**src/rtl/register_bank_1w2r.sv**
```systemverilog
// register_bank_1w2r
//   32-entry register bank fed by a 5-to-32 one-hot write-select decoder.
//   Writes pass through one capture stage (W) and commit on the following
//   edge (C); two independent combinational read ports; register 0 reads zero.
//   Malformed select vectors (zero-hot or multi-hot) set a sticky error flag.
//   Optional feature macro: REGBANK_BYPASS_EN forwards the pending write
//   data to the read ports so a write is visible one edge earlier.
module register_bank_1w2r #(
    parameter int unsigned             DATA_WIDTH  = 32,
    parameter logic [DATA_WIDTH-1:0]   RESET_VALUE = '0
) (
    input  logic                  clk,
    input  logic                  rst_n,
    input  logic                  wr_valid_i,
    input  logic [31:0]           wr_onehot_i,
    input  logic [DATA_WIDTH-1:0] wr_data_i,
    input  logic [4:0]            rd_addr_a_i,
    output logic [DATA_WIDTH-1:0] rd_data_a_o,
    input  logic [4:0]            rd_addr_b_i,
    output logic [DATA_WIDTH-1:0] rd_data_b_o,
    output logic                  pend_o,
    input  logic                  err_clr_i,
    output logic                  err_o
);

    logic [DATA_WIDTH-1:0] regs [1:31];
    logic [DATA_WIDTH-1:0] mem_view [0:31];

    logic                  pend_valid;
    logic [31:0]           pend_onehot;
    logic [DATA_WIDTH-1:0] pend_data;
    logic                  sel_ok;

    // Exactly-one-bit-set test; pure combinational arithmetic, X-free for known inputs.
    assign sel_ok = (wr_onehot_i != 32'd0) &&
                    ((wr_onehot_i & (wr_onehot_i - 32'd1)) == 32'd0);

    assign pend_o = pend_valid;

    // Stage W: capture a well-formed request; anything else leaves nothing pending.
    always_ff @(posedge clk or negedge rst_n) begin
        if (!rst_n) begin
            pend_valid  <= 1'b0;
            pend_onehot <= '0;
            pend_data   <= '0;
        end else if (wr_valid_i && sel_ok) begin
            pend_valid  <= 1'b1;
            pend_onehot <= wr_onehot_i;
            pend_data   <= wr_data_i;
        end else begin
            pend_valid  <= 1'b0;
        end
    end

    // Stage C: commit the pending write; a select of register 0 is dropped.
    always_ff @(posedge clk or negedge rst_n) begin
        if (!rst_n) begin
            for (int i = 1; i < 32; i++) begin
                regs[i] <= RESET_VALUE;
            end
        end else if (pend_valid && !pend_onehot[0]) begin
            for (int i = 1; i < 32; i++) begin
                if (pend_onehot[i]) begin
                    regs[i] <= pend_data;
                end
            end
        end
    end

    // Sticky malformed-select flag; a new error outranks a same-edge clear.
    always_ff @(posedge clk or negedge rst_n) begin
        if (!rst_n) begin
            err_o <= 1'b0;
        end else if (wr_valid_i && !sel_ok) begin
            err_o <= 1'b1;
        end else if (err_clr_i) begin
            err_o <= 1'b0;
        end
    end

    // Full 32-entry read view with entry 0 tied to zero.
    always_comb begin
        mem_view[0] = '0;
        for (int i = 1; i < 32; i++) begin
            mem_view[i] = regs[i];
        end
    end

    // Read port A, optionally forwarding the not-yet-committed write.
    always_comb begin
        rd_data_a_o = mem_view[rd_addr_a_i];
`ifdef REGBANK_BYPASS_EN
        if (pend_valid && pend_onehot[rd_addr_a_i] && (rd_addr_a_i != 5'd0)) begin
            rd_data_a_o = pend_data;
        end
`endif
    end

    // Read port B, same structure as port A and fully independent of it.
    always_comb begin
        rd_data_b_o = mem_view[rd_addr_b_i];
`ifdef REGBANK_BYPASS_EN
        if (pend_valid && pend_onehot[rd_addr_b_i] && (rd_addr_b_i != 5'd0)) begin
            rd_data_b_o = pend_data;
        end
`endif
    end

endmodule

```
**config.mk**
```make
export PLATFORM = sky130hd
export DESIGN_NAME = register_bank_1w2r
export DESIGN_NICKNAME = d
export VERILOG_FILES = /design/src/rtl/register_bank_1w2r.sv
export SDC_FILE = /design/constraint.sdc
export NUM_CORES = 2
export LEC_CHECK = 0
export ABC_AREA = 1
export ABC_CLOCK_PERIOD_IN_PS = 5200
export CORE_UTILIZATION = 50
export DETAILED_ROUTE_END_ITERATION = 16
export GPL_ROUTABILITY_DRIVEN = 0
export MAX_ROUTING_LAYER = met4
export PLACE_DENSITY = 0.64
export SYNTH_ARGS = -nofsm -noshare
export SYNTH_HDL_FRONTEND = slang
export SYNTH_SLANG_ARGS = --single-unit
export TNS_END_PERCENT = 1
```
**constraint.sdc**
```tcl
create_clock -name clk -period 5.2 [get_ports clk]
set_input_delay 1.04 -clock clk [delete_from_list [all_inputs] [get_ports clk]]
set_output_delay 1.04 -clock clk [all_outputs]
set_load 0.02 [all_outputs]
```
### After elaboration in Yosys (flattened, before gate mapping)

Index checks and enable logic that the tools add are counted.

| operators by class | value |
|---|---|
| $add $sub $neg | 1 |
| order comparisons | 2 |
| muxes and demuxes | 9 |
| bitwise gates (word level) | 3 |
| reduce and logical (&&, ||, !) cells | 40 |

Operator list:

| cell | number |
|---|---|
| binary-select mux 32 bit (select 5 bit) | 2 |
| two-way mux 32 bit | 4 |
| AND reduction 2 bit | 31 |
| bitwise AND 32 bit | 1 |
| logical NOT 32 bit | 1 |
| nonzero test 32 bit | 1 |
| subtractor 32 x 1 -> 32 bit (second input constant) | 1 |
| greater-or-equal comparator 6 bit (second input constant) | 2 |
| NOT 5 -> 6 bit | 2 |
| logical AND 1 bit | 4 |
| two-way mux 1 bit | 3 |
| logical NOT 1 bit | 2 |
| nonzero test 2 bit | 1 |

| storage, ports and cells | value |
|---|---|
| bits in registers | 1,058 |
| bits of input ports | 78 |

### Depth between registers and ports, before layout

| logic depth | value |
|---|---|
| depth in word-level cells | 7 |
| depth in mapped cells | 16 |

### Worst setup path after synthesis

Ideal clock, no wire load.

| timing | value |
|---|---|
| path kind | input port to output port |
| start | in rd_addr_a_i[0] |
| end | out rd_data_a_o[30] |
| arrival time | 2,648 ps |
| required time | 4,160 ps |
| slack | 1,512 ps |
| stages | 8 |
| cells stage by stage | buf_2 -> buf_2 -> buf_2 -> clkbuf_1 -> o21ai_0 -> a21oi_1 -> o31ai_1 -> o21ai_0 |

| between the ends | value |
|---|---|
| word-level cells in the longest chain between the ends | 4 |

Ends and longest elaborated chain:

| what | RTL line | source |
|---|---|---|
| start: declaration | 17 | `input logic [4:0] rd_addr_a_i,` |
| NOT 5 -> 6 bit (implied by the code) | 91 | `rd_data_a_o = mem_view[rd_addr_a_i];` |
| binary-select mux 32 bit (select 5 bit) | 91 |  |
| two-way mux 32 bit (implied by the code) (2 in series) | 91 |  |
| end: declaration | 18 | `output logic [DATA_WIDTH-1:0] rd_data_a_o,` |

Every way passes these cells. The select of a mux whose other input is x is not followed.

### Worst setup path after layout

| timing | value |
|---|---|
| start | in rd_addr_b_i[1] |
| end | out rd_data_b_o[30] |

| between the ends | value |
|---|---|
| word-level cells in the longest chain between the ends | 4 |

Ends and longest elaborated chain:

| what | RTL line | source |
|---|---|---|
| start: declaration | 19 | `input logic [4:0] rd_addr_b_i,` |
| NOT 5 -> 6 bit (implied by the code) | 101 | `rd_data_b_o = mem_view[rd_addr_b_i];` |
| binary-select mux 32 bit (select 5 bit) | 101 |  |
| two-way mux 32 bit (implied by the code) (2 in series) | 101 |  |
| end: declaration | 20 | `output logic [DATA_WIDTH-1:0] rd_data_b_o,` |

Every way passes these cells. The select of a mux whose other input is x is not followed.

==> key figures <==
Worst setup path
  • Flop-to-flop setup slack: 2.23 ns
  • Setup crit end kind: primary output
  • CP Class: primary input to primary output
  • CP max FO: 50
  • Worst Setup EP: rd_data_b_o[30]
  • Worst R2R Start: pend_onehot[0]
  • Worst r2r dst: mem_view[705]
  • Crit path arrival time: 3.75 ns
  • Reg2reg path depth: 3
  • Crit path cell chain: clkbuf_8 > buf_12 > o21ai_0 > o22ai_1 > nand2_1 > a21oi_1 > nor3_1 > a31oi_1 > clkdlybuf4s50_1
  • Worst Setup SP: rd_addr_b_i[1]
  • CP bufs+invs: 3
  • Worst path depth: 9
  • Worst path max stage delay: 0.74 ns
  • Slowest-stage cell, CP: clkdlybuf4s50_1
  • Critical path startpoint category: primary input
  • Worst Path Required: 4.16 ns
  • CP delay by family, top: buffers and inverters

Clocking
  • Post_cts resized: 0
  • Post-CTS Setup Repair Bufs: 0
  • Clk_lat worst skew: 0.74 ns
  • CTS tree: built
  • Clock Sink Count: 1058
  • Inserted Clock Buffers: 115
  • Worst-path clk slew: 0.06 ns
  • H-tree levels: 3
  • CTS Root Cell: clkbuf_16
  • CTS Buffer Depth: 3
  • Hold_buf cts: 0

Detailed routing
  • Vias/cell: 6.37
  • Drt first pass iters: 8
  • Starting DRT DRC Count: 7026
  • DRC Markers: 0
  • DR WL/cell: 25.5 um
  • Via count: 55500
  • Final ANT Viol Nets: 0
  • WL final: 222 mm

Finish
  • Finished Layout Cells: 8718
  • Layout area overhead: 11.6%
  • Commonest non-fill, non-tap cell in the layout: o21ai_0
  • Layout cells sized above 1: 5.72%
  • Nets: 7224
  • Most frequent cells in the layout: o21ai_0, nand2_1, dfrtp_1, nor2_1, a21oi_1

Min path
  • Worst hold path type: primary input to asynchronous set/reset pin

STA
  • Clk_skew: 0.0269 ns
  • RSZ-0062 raised after global routing: false
  • Final TNS setup: 0 ns
  • Final Hold Fails: 0
  • Tcrit/Tclk final: 92.1%
  • Actual slew at the worst max-slew pin: 1.23 ns
  • Fin. max-slew vios: 0
  • # setup viols final: 0
  • Setup WS post-layout: 0.410 ns
  • Peak Freq: 209 MHz
  • Slew HR: 17.8%
  • Final min period: 4.79 ns

Synthesis
  • Post-synthesis sequential area ratio: 47.7%
  • Yosys Warn Count: 0
  • Post-synthesis cell count: 7451
  • Syn nets: 7529
  • Syn Area/Cell: 7.46 sq um
  • Cell variety after synth: 28
  • Post-synthesis instance area: 0.0556 sq mm
  • Seq cells post-synth: 1058

Power
  • Worst vdd rail ir drop: 0.306 mV
  • Pwr dens: 305 mW/mm^2
  • Lkg Pwr: 25.9 nW

Floorplan
  • I/O pin total: 144
  • Core Box Area: 0.109 sq mm
  • Initial Utilization: 50.8%
  • Rows: 121
  • Die Ht: 335 um
  • Die Wd: 335 um
  • Die ar.: 0.112 sq mm

Job
  • Max-cap violations: 0

Global routing
  • First-pass GRT wire length: 332 mm
  • Largest net degree at the start of global routing: 117
  • Number of global-route vias before repair: 51400
  • Total GRT Usage: 40.3%
  • Initial antenna violation count: 4
  • Remaining global-route overflow: 0

Placement
  • DP Worst Slack: 0.607 ns
  • I/O Buffers: 143
  • Detailed Place HPWL: 120 mm
  • Placed Cells: 8505

Status
  • Status: finished clean
==> cell usage after synthesis (all sizes together) <==
cell | n | area (sq um)
a211oi | 1 | 7.51
nor2 | 633 | 2390
nand4 | 67 | 419
o221ai | 60 | 526
a31oi | 33 | 206
a21oi | 452 | 2260
clkinv | 3 | 11.3
o31ai | 1 | 7.51
nand3 | 195 | 976
nand3b | 1 | 7.51
o211ai | 169 | 1270
a22oi | 56 | 420
o21ai | 1736 | 8690
buf | 94 | 433
o22ai | 201 | 1260
nand2 | 1741 | 6540
o41ai | 9 | 78.8
inv | 284 | 1070
nor3 | 43 | 215
clkbuf | 614 | 2300
dfrtp | 1058 | 26500
==> registers in the layout (all words and copies together) (netlist names) <==
name	cells
mem_view	992
pend_data	32
pend_onehot	32
err_o	1
pend_o	1
==> per-layer routing <==
layer	wire length (um)	up-vias	track usage, %
met5	0	-	-
met4	11300	0	18.0
met3	24600	641	7.76
met2	96100	3536	58.9
met1	90300	26600	54.4
li1	-	24700	-
==> how the worst min path moves through the flow <==
stage                        from            end  slack [ns]  depth (start not counted)
floorplan            pend_data[0]   pend_data[0]        0.44                          2
global placement    pend_data[26]  pend_data[26]        0.45                          2
detailed placement  pend_data[26]  pend_data[26]        0.46                          2
CTS                         rst_n  mem_view[197]        0.34                          1
global route                rst_n  mem_view[197]        0.36                          1
finish                      rst_n  mem_view[197]        0.33                          1
==> cell type report <==
cell class	count	area, sq um
clock buffers	166	3390
inverters	287	1120
repair buffers	286	3060
well taps	1476	1850
fillers	10200	47400
multi-input cells	5398	25500
diodes	5	12.5
clock inverters	42	574
flip-flops and latches	1058	26500
==> power breakdown <==
part / internal (mW) / switching (mW) / total, mW
registers: 8.23 / 0.000288 / 8.23
logic: 0.570 / 1.40 / 1.97
clock network: 5.10 / 3.58 / 8.68
total: 13.9 / 4.98 / 18.9
==> cells by family after synthesis <==
kind of cell	Yosys count	share of synthesized area, %
AO/OA/AOI/OAI	2718	26.5
buffers and inverters	995	6.87
AND/OR/NAND/NOR	2680	19.0
flip-flops	1058	47.7
==> per-stage QoR <==
step                hold WS (ns)  utilization, %  total power [mW]  cell area, sq um
floorplan                  0.442               -              9.34             55600
global placement           0.454            53.0              10.3             58000
global route               0.363            56.7              19.4             62000
finish                     0.327            56.7              18.9             62000
CTS                        0.344            56.6              18.9             62000
detailed placement         0.460            53.0              10.3             58000
==> worst reg2reg max path, stage by stage (launching register included) <==
cell and delay, ns:
dfrtp_1 0.41, nor2_4 0.90, nand2_4 0.99, o21ai_0 0.57
(Power assumes the default switching activity.)
